### config.mk
export PLATFORM = sky130hd
export DESIGN_NAME = rom_dump_uart
export DESIGN_NICKNAME = d
export VERILOG_FILES = /design/src/rtl/rom_dump_uart.sv
export SDC_FILE = /design/constraint.sdc
export NUM_CORES = 1
export LEC_CHECK = 0
export CORE_ASPECT_RATIO = 1.2
export CORE_MARGIN = 2
export CORE_UTILIZATION = 62
export CTS_BUF_LIST = sky130_fd_sc_hd__clkbuf_4 sky130_fd_sc_hd__clkbuf_8
export DETAILED_ROUTE_END_ITERATION = 10
export DONT_BUFFER_PORTS = 1
export PLACE_DENSITY = 0.79
export SYNTH_ARGS = -nofsm -noshare
export SYNTH_HDL_FRONTEND = slang
export SYNTH_SLANG_ARGS = --single-unit
### constraint.sdc
create_clock -name clk -period 2.4 [get_ports clk]
set_clock_uncertainty 0.2 [all_clocks]
set_input_delay 0.36 -clock clk [delete_from_list [all_inputs] [get_ports clk]]
set_output_delay 0.36 -clock clk [all_outputs]
set_load 0.03 [all_outputs]
### src/rtl/rom_dump_uart.sv
// Streams a range of HACK ROM words out over an 8N1 serial line, high byte first,
// pausing between frames while the receiver reports full. Optional: ROM_DUMP_CHECKSUM_EN.
module rom_dump_uart #(
   parameter int CLK_RATE = 50000000,
   parameter int BAUD     = 500000,
   parameter int ADDR_W   = 15
) (
   input  logic              clk,
   input  logic              rst,
   input  logic              start,
   input  logic [ADDR_W-1:0] start_addr,
   input  logic [15:0]       word_count,
   output logic [ADDR_W-1:0] rom_addr,
   output logic              rom_rd_en,
   input  logic [15:0]       rom_data,
   output logic              tx,
   input  logic              tx_hold,
   output logic              busy,
   output logic              done
);
   localparam int CLKS_PER_BIT = CLK_RATE / BAUD;
   localparam int BAUD_W = $clog2(CLKS_PER_BIT);
   localparam logic [BAUD_W-1:0] BAUD_LAST = BAUD_W'(CLKS_PER_BIT - 1);

`ifdef ROM_DUMP_CHECKSUM_EN
   typedef enum logic [2:0] {IDLE, RD, CAP, CTS, SEND, NEXT, CHK, FIN} state_t;
`else
   typedef enum logic [2:0] {IDLE, RD, CAP, CTS, SEND, NEXT, FIN} state_t;
`endif

   state_t              state_reg, state_next;
   logic [ADDR_W-1:0]   addr_reg;
   logic [15:0]         count_reg;
   logic [15:0]         word_reg;
   logic                byte_sel_reg;
   logic [9:0]          shift_reg;
   logic [BAUD_W-1:0]   baud_cnt_reg;
   logic [3:0]          bit_cnt_reg;
   logic                hold_meta_reg, hold_s_reg;
   logic [7:0]          tx_byte;
   logic                bit_end, frame_end;
`ifdef ROM_DUMP_CHECKSUM_EN
   logic [7:0]          sum_reg;
   logic                chk_phase_reg;
`endif

   assign rom_addr  = addr_reg;
   assign bit_end   = (baud_cnt_reg == BAUD_LAST);
   assign frame_end = bit_end && (bit_cnt_reg == 4'd9);

`ifdef ROM_DUMP_CHECKSUM_EN
   assign tx_byte = chk_phase_reg ? sum_reg : (byte_sel_reg ? word_reg[7:0] : word_reg[15:8]);
`else
   assign tx_byte = byte_sel_reg ? word_reg[7:0] : word_reg[15:8];
`endif

   // The CTS cycle that sees the line clear already drives the start bit, so SEND
   // only covers the remaining CLKS_PER_BIT-1 cycles of it.
   always_comb begin
      state_next = state_reg;
      tx         = 1'b1;
      rom_rd_en  = 1'b0;
      done       = 1'b0;
      busy       = (state_reg != IDLE);
      case (state_reg)
         IDLE: if (start) begin
`ifdef ROM_DUMP_CHECKSUM_EN
            state_next = (word_count == 16'd0) ? CHK : RD;
`else
            state_next = (word_count == 16'd0) ? FIN : RD;
`endif
         end
         RD: begin
            rom_rd_en  = 1'b1;
            state_next = CAP;
         end
         CAP: state_next = CTS;
         CTS: if (!hold_s_reg) begin
            tx         = 1'b0;
            state_next = SEND;
         end
         SEND: begin
            tx = shift_reg[0];
            if (frame_end) begin
`ifdef ROM_DUMP_CHECKSUM_EN
               if (chk_phase_reg)
                  state_next = FIN;
               else
`endif
               state_next = byte_sel_reg ? NEXT : CTS;
            end
         end
         NEXT: begin
`ifdef ROM_DUMP_CHECKSUM_EN
            state_next = (count_reg == 16'd1) ? CHK : RD;
`else
            state_next = (count_reg == 16'd1) ? FIN : RD;
`endif
         end
`ifdef ROM_DUMP_CHECKSUM_EN
         CHK: state_next = CTS;
`endif
         FIN: begin
            done       = 1'b1;
            state_next = IDLE;
         end
         default: state_next = IDLE;
      endcase
   end

   always_ff @(posedge clk) begin
      if (rst) begin
         state_reg     <= IDLE;
         addr_reg      <= '0;
         count_reg     <= '0;
         word_reg      <= '0;
         byte_sel_reg  <= 1'b0;
         shift_reg     <= '1;
         baud_cnt_reg  <= '0;
         bit_cnt_reg   <= '0;
         hold_meta_reg <= 1'b0;
         hold_s_reg    <= 1'b0;
`ifdef ROM_DUMP_CHECKSUM_EN
         sum_reg       <= '0;
         chk_phase_reg <= 1'b0;
`endif
      end else begin
         state_reg     <= state_next;
         hold_meta_reg <= tx_hold;
         hold_s_reg    <= hold_meta_reg;
         case (state_reg)
            IDLE: if (start) begin
               addr_reg     <= start_addr;
               count_reg    <= word_count;
               byte_sel_reg <= 1'b0;
`ifdef ROM_DUMP_CHECKSUM_EN
               sum_reg       <= '0;
               chk_phase_reg <= 1'b0;
`endif
            end
            CAP: begin
               word_reg     <= rom_data;
               byte_sel_reg <= 1'b0;
            end
            CTS: if (!hold_s_reg) begin
               shift_reg    <= {1'b1, tx_byte, 1'b0};
               baud_cnt_reg <= BAUD_W'(1);
               bit_cnt_reg  <= '0;
`ifdef ROM_DUMP_CHECKSUM_EN
               if (!chk_phase_reg)
                  sum_reg <= sum_reg + tx_byte;
`endif
            end
            SEND: begin
               if (bit_end) begin
                  baud_cnt_reg <= '0;
                  shift_reg    <= {1'b1, shift_reg[9:1]};
                  bit_cnt_reg  <= bit_cnt_reg + 4'd1;
                  if (bit_cnt_reg == 4'd9)
                     byte_sel_reg <= 1'b1;
               end else begin
                  baud_cnt_reg <= baud_cnt_reg + BAUD_W'(1);
               end
            end
            NEXT: begin
               count_reg <= count_reg - 16'd1;
               addr_reg  <= addr_reg + ADDR_W'(1);
            end
`ifdef ROM_DUMP_CHECKSUM_EN
            CHK: chk_phase_reg <= 1'b1;
`endif
            default: ;
         endcase
      end
   end
endmodule

==> results of run 1 <==
metal layers:
layer	vias to the layer above	part of all wire
li1	1822	-
met2	195	0.50
met5	-	0
met4	0	0.026
met1	1863	0.40
met3	28	0.071
through the flow:
stage / utilization / setup TNS (ps)
floorplan: - / 0
global placement: 0.667 / 0
detailed placement: 0.667 / 0
CTS: 0.765 / 0
global route: 0.766 / -7.06
finish: 0.766 / 0
area by class of cell:
cell class              instances  share of cell area
clock buffers                  10              0.0282
multi-input cells             342               0.481
flip-flops and latches         73               0.313
clock inverters                 6              0.0142
well taps                      82              0.0220
inverters                      14              0.0113
diodes                          1            0.000536
repair buffers                 64               0.130
worst register-to-register path, stage by stage, from the launching register on:
cell       delay (ps)
dfxtp_1           420
buf_4             230
nor4b_4           540
buf_4             280
nor3_1             80
a2111oi_0         390
how the worst min path moves through the flow:
stage	start	endpoint	depth (start not counted)	slack (ps)
4_1_cts	word_count[14]	count_reg[14]	2	1
2_1_floorplan	hold_meta_reg	hold_s_reg	1	210
5_1_grt	start_addr[6]	rom_addr[6]	2	10
6_report	word_count[7]	count_reg[7]	2	10
3_3_place_gp	word_reg[15]	word_reg[15]	2	230
3_5_place_dp	hold_meta_reg	hold_s_reg	1	220
synthesized netlist by cell type (all sizes together) (7+ instances only):
library cell	n
o21ai	15
inv	14
or3	9
clkbuf	10
nand3	17
nor3	16
mux2i	7
buf	20
a2111oi	9
dfxtp	73
nand2	57
a21oi	44
nor2	28
nor4	11
a31oi	17
a211o	7
o211ai	9
nand4	7
power by group:
group	internal, W	leakage, nW	switching, W
clock network	0.000494	0.0923	0.000486
logic	0.000268	0.882	0.000386
registers	0.00131	0.595	0.000137
total	0.00207	1.57	0.00101
kinds of logic (layout without fill, tap and decap cells):
logic type / count (synthesis) / count (layout) / synth area share
AO/OA/AOI/OAI: 144 / 144 / 0.259
XOR/XNOR: 1 / 1 / 0.00224
adder cells (fa/ha/maj): 6 / 6 / 0.0192
buffers and inverters: 44 / 94 / 0.0559
flip-flops: 73 / 73 / 0.373
multiplexers: 11 / 11 / 0.0294
other: 0 / 1 / 0
AND/OR/NAND/NOR: 180 / 180 / 0.261
timing repair:
item / CTS / global route
gates resized for setup: 0 / 1
hold endpoints to repair: 63 / 0
hold buffers: 38 / 0
setup endpoints to repair: 0 / 1
==> flow_metrics.py, run 1 <==
metrics = {
    "sta": {
        "setup_viol": 0,
        "setup_slack_ps": 94.8,
        "post-route-period-util": 0.960,
        "max_freq_ghz": 0.434,
        "relSlewSlack": 0.550,
        "fin_crit_ps": 2310,
        "tightestPinTransition_ps": 673,
        "finalMaxSlewViolations": 0,
        "hold_ws_ps": 12.3,
        "finalHoldViolations": 0,
    },
    "grt": {
        "grt-ovfl-total": 0,
        "grt.met1_usage": 0.365,
        "top_usage_layer": "met2",
        "grt_first_pass_wirelength_um": 17600,
        "grt_antenna_before_repair": 0,
        "grt_max_degree": 64,
        "use_met3": 0.0596,
        "grt_pass1_vias": 3729,
        "grt_util_met2": 0.545,
        "grt_util_all_layers": 0.308,
    },
    "yosys": {
        "yosysTopAreaCell": "dfxtp_1",
        "yosysTopAreaCellShare": 0.373,
        "synth_enable_flop_cells": 0,
        "postSynthCellCount": 459,
        "synth_area_um2": 3920,
        "synth_nets": 516,
        "async_flop_share": 0,
        "ys_ff_latch": 73,
        "postSynthAreaPerCell_um2": 8.54,
        "ys_types": 75,
        "synth_ff_type": "dfxtp_1",
        "seq_area_frac_synth": 0.373,
        "yosys-top-cells-area": "dfxtp_1 (37%), a21oi_1 (5.6%), nand2_1 (5.4%), a31oi_1 (2.7%), nor2_1 (2.7%)",
        "yosysWarnings": 0,
    },
    "pwr": {
        "irDropWorstVdd_mv": 0.514,
        "p_leak_nw": 1.57,
        "fin_total_pwr_w": 0.00308,
        "powerDensity_nw_per_um2": 659,
    },
    "final_layout": {
        "fin_area_um2": 4670,
        "regArea_um2": 1460,
        "nets": 561,
        "syn_to_final_growth_pct": 19.1,
        "multi_input_comb_area_um2": 2240,
        "layout_commonest_cell": "dfxtp_1",
        "final_cell_mix": "dfxtp_1 (73), nand2_1 (56), a21oi_1 (44)",
        "final_cell_count_no_fill": 592,
        "drive_gt1_frac": 0.130,
        "nFillCells": 437,
    },
    "route": {
        "vias": 3908,
        "drt-total-wl_um": 10700,
        "post_drt_wl_per_cell_um": 18.1,
        "drt-vias-per-instance": 6.60,
        "drt_iter0_markers": 328,
        "ant_nets": 0,
        "firstDrtPassIters": 5,
        "route.detailed.drc": 0,
    },
    "clock_network": {
        "clk_pin_slew_worst_paths_ps": 80,
        "post_cts_buffers": 0,
        "cts_max_path_buffers": 2,
        "clkSinkCount": 73,
        "clockRootBuffer": "clkbuf_8",
        "h-tree-depth": 3,
        "cts_buffers": 9,
        "tritoncts": "built",
        "clk_latency_ps": 350,
    },
    "worst_setup_path": {
        "cpLargestDelayFamily": "simple AND/OR/NAND/NOR gates",
        "startpoint_type": "flop",
        "crit_fanout": 11,
        "cp_num_cells": 4,
        "ff2ff_path_depth": 5,
        "cp.arrival_ps": 1750,
        "setup.worst_path.end": "tx",
        "worst_ep_required_time_ps": 1840,
        "crit_slowest_cell": "dfxtp_1",
        "cpPeakStageDelay_ps": 510,
        "crit_start": "state_reg[2]",
        "crit_chain": "or3b_1, o21ai_4, nand2_1, buf_4",
        "rr_startpoint": "state_reg[1]",
        "r2r_slack_ps": 150,
        "path_buf_inv": 1,
        "end_kind": "output pin",
        "path_class": "reg2out",
        "regToRegEndpoint": "rom_addr[0]",
    },
    "die": {
        "die_w_um": 76.6,
        "rows": 31,
        "start_util": 0.644,
        "die_y_um": 91.1,
        "dieArea_um2": 6980,
        "num_io_pins": 70,
        "core-area_um2": 6090,
    },
    "placement": {
        "place.detailed.hpwl_um": 6700,
        "gp_congestion": 0.832,
        "pre_cts_ws_ps": 262,
        "dp.cells": 537,
        "port_buffers": 0,
        "placed_area_um2": 4060,
    },
    "min_path": {
        "hold_path_class": "in2reg",
    },
    "job": {
        "maxCapViolCount": 0,
    },
    "status": {
        "status": "finished clean",
    },
}
(Power assumes the default switching activity.)
==> inputs of run 2 (changes only) <==
- PLACE_DENSITY: 0.79 -> unset
- PLACE_DENSITY_LB_ADDON: unset -> 0.12
==> flow_metrics.py, run 2 (same netlist as run 1, synthesis figures left out) <==
metrics = {
    "status": {
        "status": "finished clean",
    },
    "grt": {
        "grt_util_all_layers": 0.303,
        "grt_max_degree": 64,
        "grt_pass1_vias": 3657,
        "grt-ovfl-total": 0,
        "grt_antenna_before_repair": 0,
        "grt_first_pass_wirelength_um": 17300,
    },
    "final_layout": {
        "final_cell_mix": "dfxtp_1 (72), nand2_1 (56), a21oi_1 (44)",
        "layout_commonest_cell": "dfxtp_1",
        "nets": 560,
        "nFillCells": 443,
        "drive_gt1_frac": 0.134,
        "fin_area_um2": 4650,
        "syn_to_final_growth_pct": 18.7,
        "antenna_cells": 0,
    },
    "route": {
        "drt-total-wl_um": 10400,
        "route.detailed.drc": 0,
        "drt_iter0_markers": 187,
        "firstDrtPassIters": 4,
        "drt-vias-per-instance": 6.38,
        "ant_nets": 0,
        "post_drt_wl_per_cell_um": 17.6,
        "vias": 3766,
    },
    "clock_network": {
        "clk_pin_slew_worst_paths_ps": 80,
        "post_cts_buffers": 0,
        "h-tree-depth": 3,
        "clk_latency_ps": 350,
        "clkSinkCount": 73,
        "tritoncts": "built",
        "cts_max_path_buffers": 2,
        "clockRootBuffer": "clkbuf_8",
        "cts_buffers": 9,
    },
    "die": {
        "core-area_um2": 6090,
        "dieArea_um2": 6980,
        "die_y_um": 91.1,
        "die_w_um": 76.6,
        "rows": 31,
        "start_util": 0.644,
        "num_io_pins": 70,
    },
    "worst_setup_path": {
        "crit_fanout": 15,
        "regToRegEndpoint": "rom_addr[0]",
        "setup.worst_path.end": "tx",
        "crit_start": "state_reg[0]",
        "r2r_slack_ps": 140,
        "ff2ff_path_depth": 5,
        "cp.arrival_ps": 1730,
        "path_class": "reg2out",
        "rr_startpoint": "state_reg[2]",
        "worst_ep_required_time_ps": 1840,
        "startpoint_type": "flop",
        "end_kind": "output pin",
    },
    "pwr": {
        "p_int_w": 0.00207,
        "swShare": 0.331,
        "combPwrFrac": 0.214,
        "pwr-share-seq": 0.464,
        "switchingPower_w": 0.00102,
        "p_leak_nw": 1.58,
        "clkPwrFrac": 0.322,
        "fin_total_pwr_w": 0.00309,
        "irDropWorstVdd_mv": 0.512,
        "powerDensity_nw_per_um2": 665,
    },
    "placement": {
        "place.detailed.hpwl_um": 6540,
        "port_buffers": 0,
        "pre_cts_ws_ps": 148,
        "gp_congestion": 0.825,
        "placed_area_um2": 4070,
    },
    "sta": {
        "setup_viol": 0,
        "setup_tns_ps": 0,
        "fin_crit_ps": 2290,
        "finalHoldViolations": 0,
        "tightestPinTransition_ps": 641,
        "post-route-period-util": 0.953,
        "rsz0062_at_grt": "no",
        "setup_slack_ps": 113,
        "finalMaxSlewViolations": 0,
        "max_freq_ghz": 0.437,
        "relSlewSlack": 0.572,
    },
    "min_path": {
        "hold_path_class": "in2reg",
        "hp-start": "word_count[7]",
    },
    "job": {
        "maxCapViolCount": 0,
    },
}
-- run 2: worst min-delay path by stage --
stage,endpoint,cells past startpoint
after floorplan,hold_s_reg,1
after global placement,hold_s_reg,1
after detailed placement,hold_s_reg,1
after CTS,rom_addr[4],2
after global routing,count_reg[11],2
final,count_reg[7],2
-- run 2: area by class of cell --
| type | instances | area (um2) | share of cell area |
|---|---|---|---|
| sequential | 73 | 1460 | 0.314 |
| tap | 82 | 103 | 0.0221 |
| clock buffer | 9 | 124 | 0.0266 |
| inverter | 14 | 52.6 | 0.0113 |
| timing repair buffer | 63 | 593 | 0.127 |
| clock inverter | 7 | 77.6 | 0.0167 |
| multi-input combinational | 342 | 2240 | 0.481 |
-- run 2: repair_timing --
item / CTS / global route
endpoints found under the setup margin: 1 / 1
hold buffers: 36 / 0
hold endpoints to repair: 63 / 0
resized for setup: 1 / 1
-- run 2: per-layer routing --
| metal | global-route usage | wire length [um] | up-vias |
|---|---|---|---|
| li1 | - | - | 1822 |
| met1 | 0.361 | 4170 | 1801 |
| met2 | 0.532 | 5450 | 117 |
| met3 | 0.0487 | 466 | 26 |
| met4 | 0.141 | 285 | 0 |
| met5 | 0 | 0 | - |
-- run 2: per-stage QoR --
| step | std cells | utilization | hold WS [ps] |
|---|---|---|---|
| after floorplan | 459 | - | 214 |
| after global routing | 590 | 0.764 | 18.5 |
| final | 590 | 0.764 | 1.11 |
| after CTS | 590 | 0.764 | 1.21 |
| after global placement | 538 | 0.668 | 228 |
| after detailed placement | 538 | 0.668 | 224 |
-- run 2: power by group through the flow --
stage / combinational (W) / sequential [W] / clock (W)
CTS: 0.000650 / 0.00143 / 0.00101
detailed placement: 0.000581 / 0.00146 / 0
global placement: 0.000568 / 0.00145 / 0
global route: 0.000724 / 0.00145 / 0.00105
floorplan: 0.000425 / 0.00147 / 0
finish: 0.000662 / 0.00144 / 0.000996
-- run 2: worst max-delay path, stage by stage (launching register included) --
cell	delay, ps
dfxtp_2	520
buf_4	190
nand3b_4	100
o21ai_4	280
nand2_1	100
buf_4	180
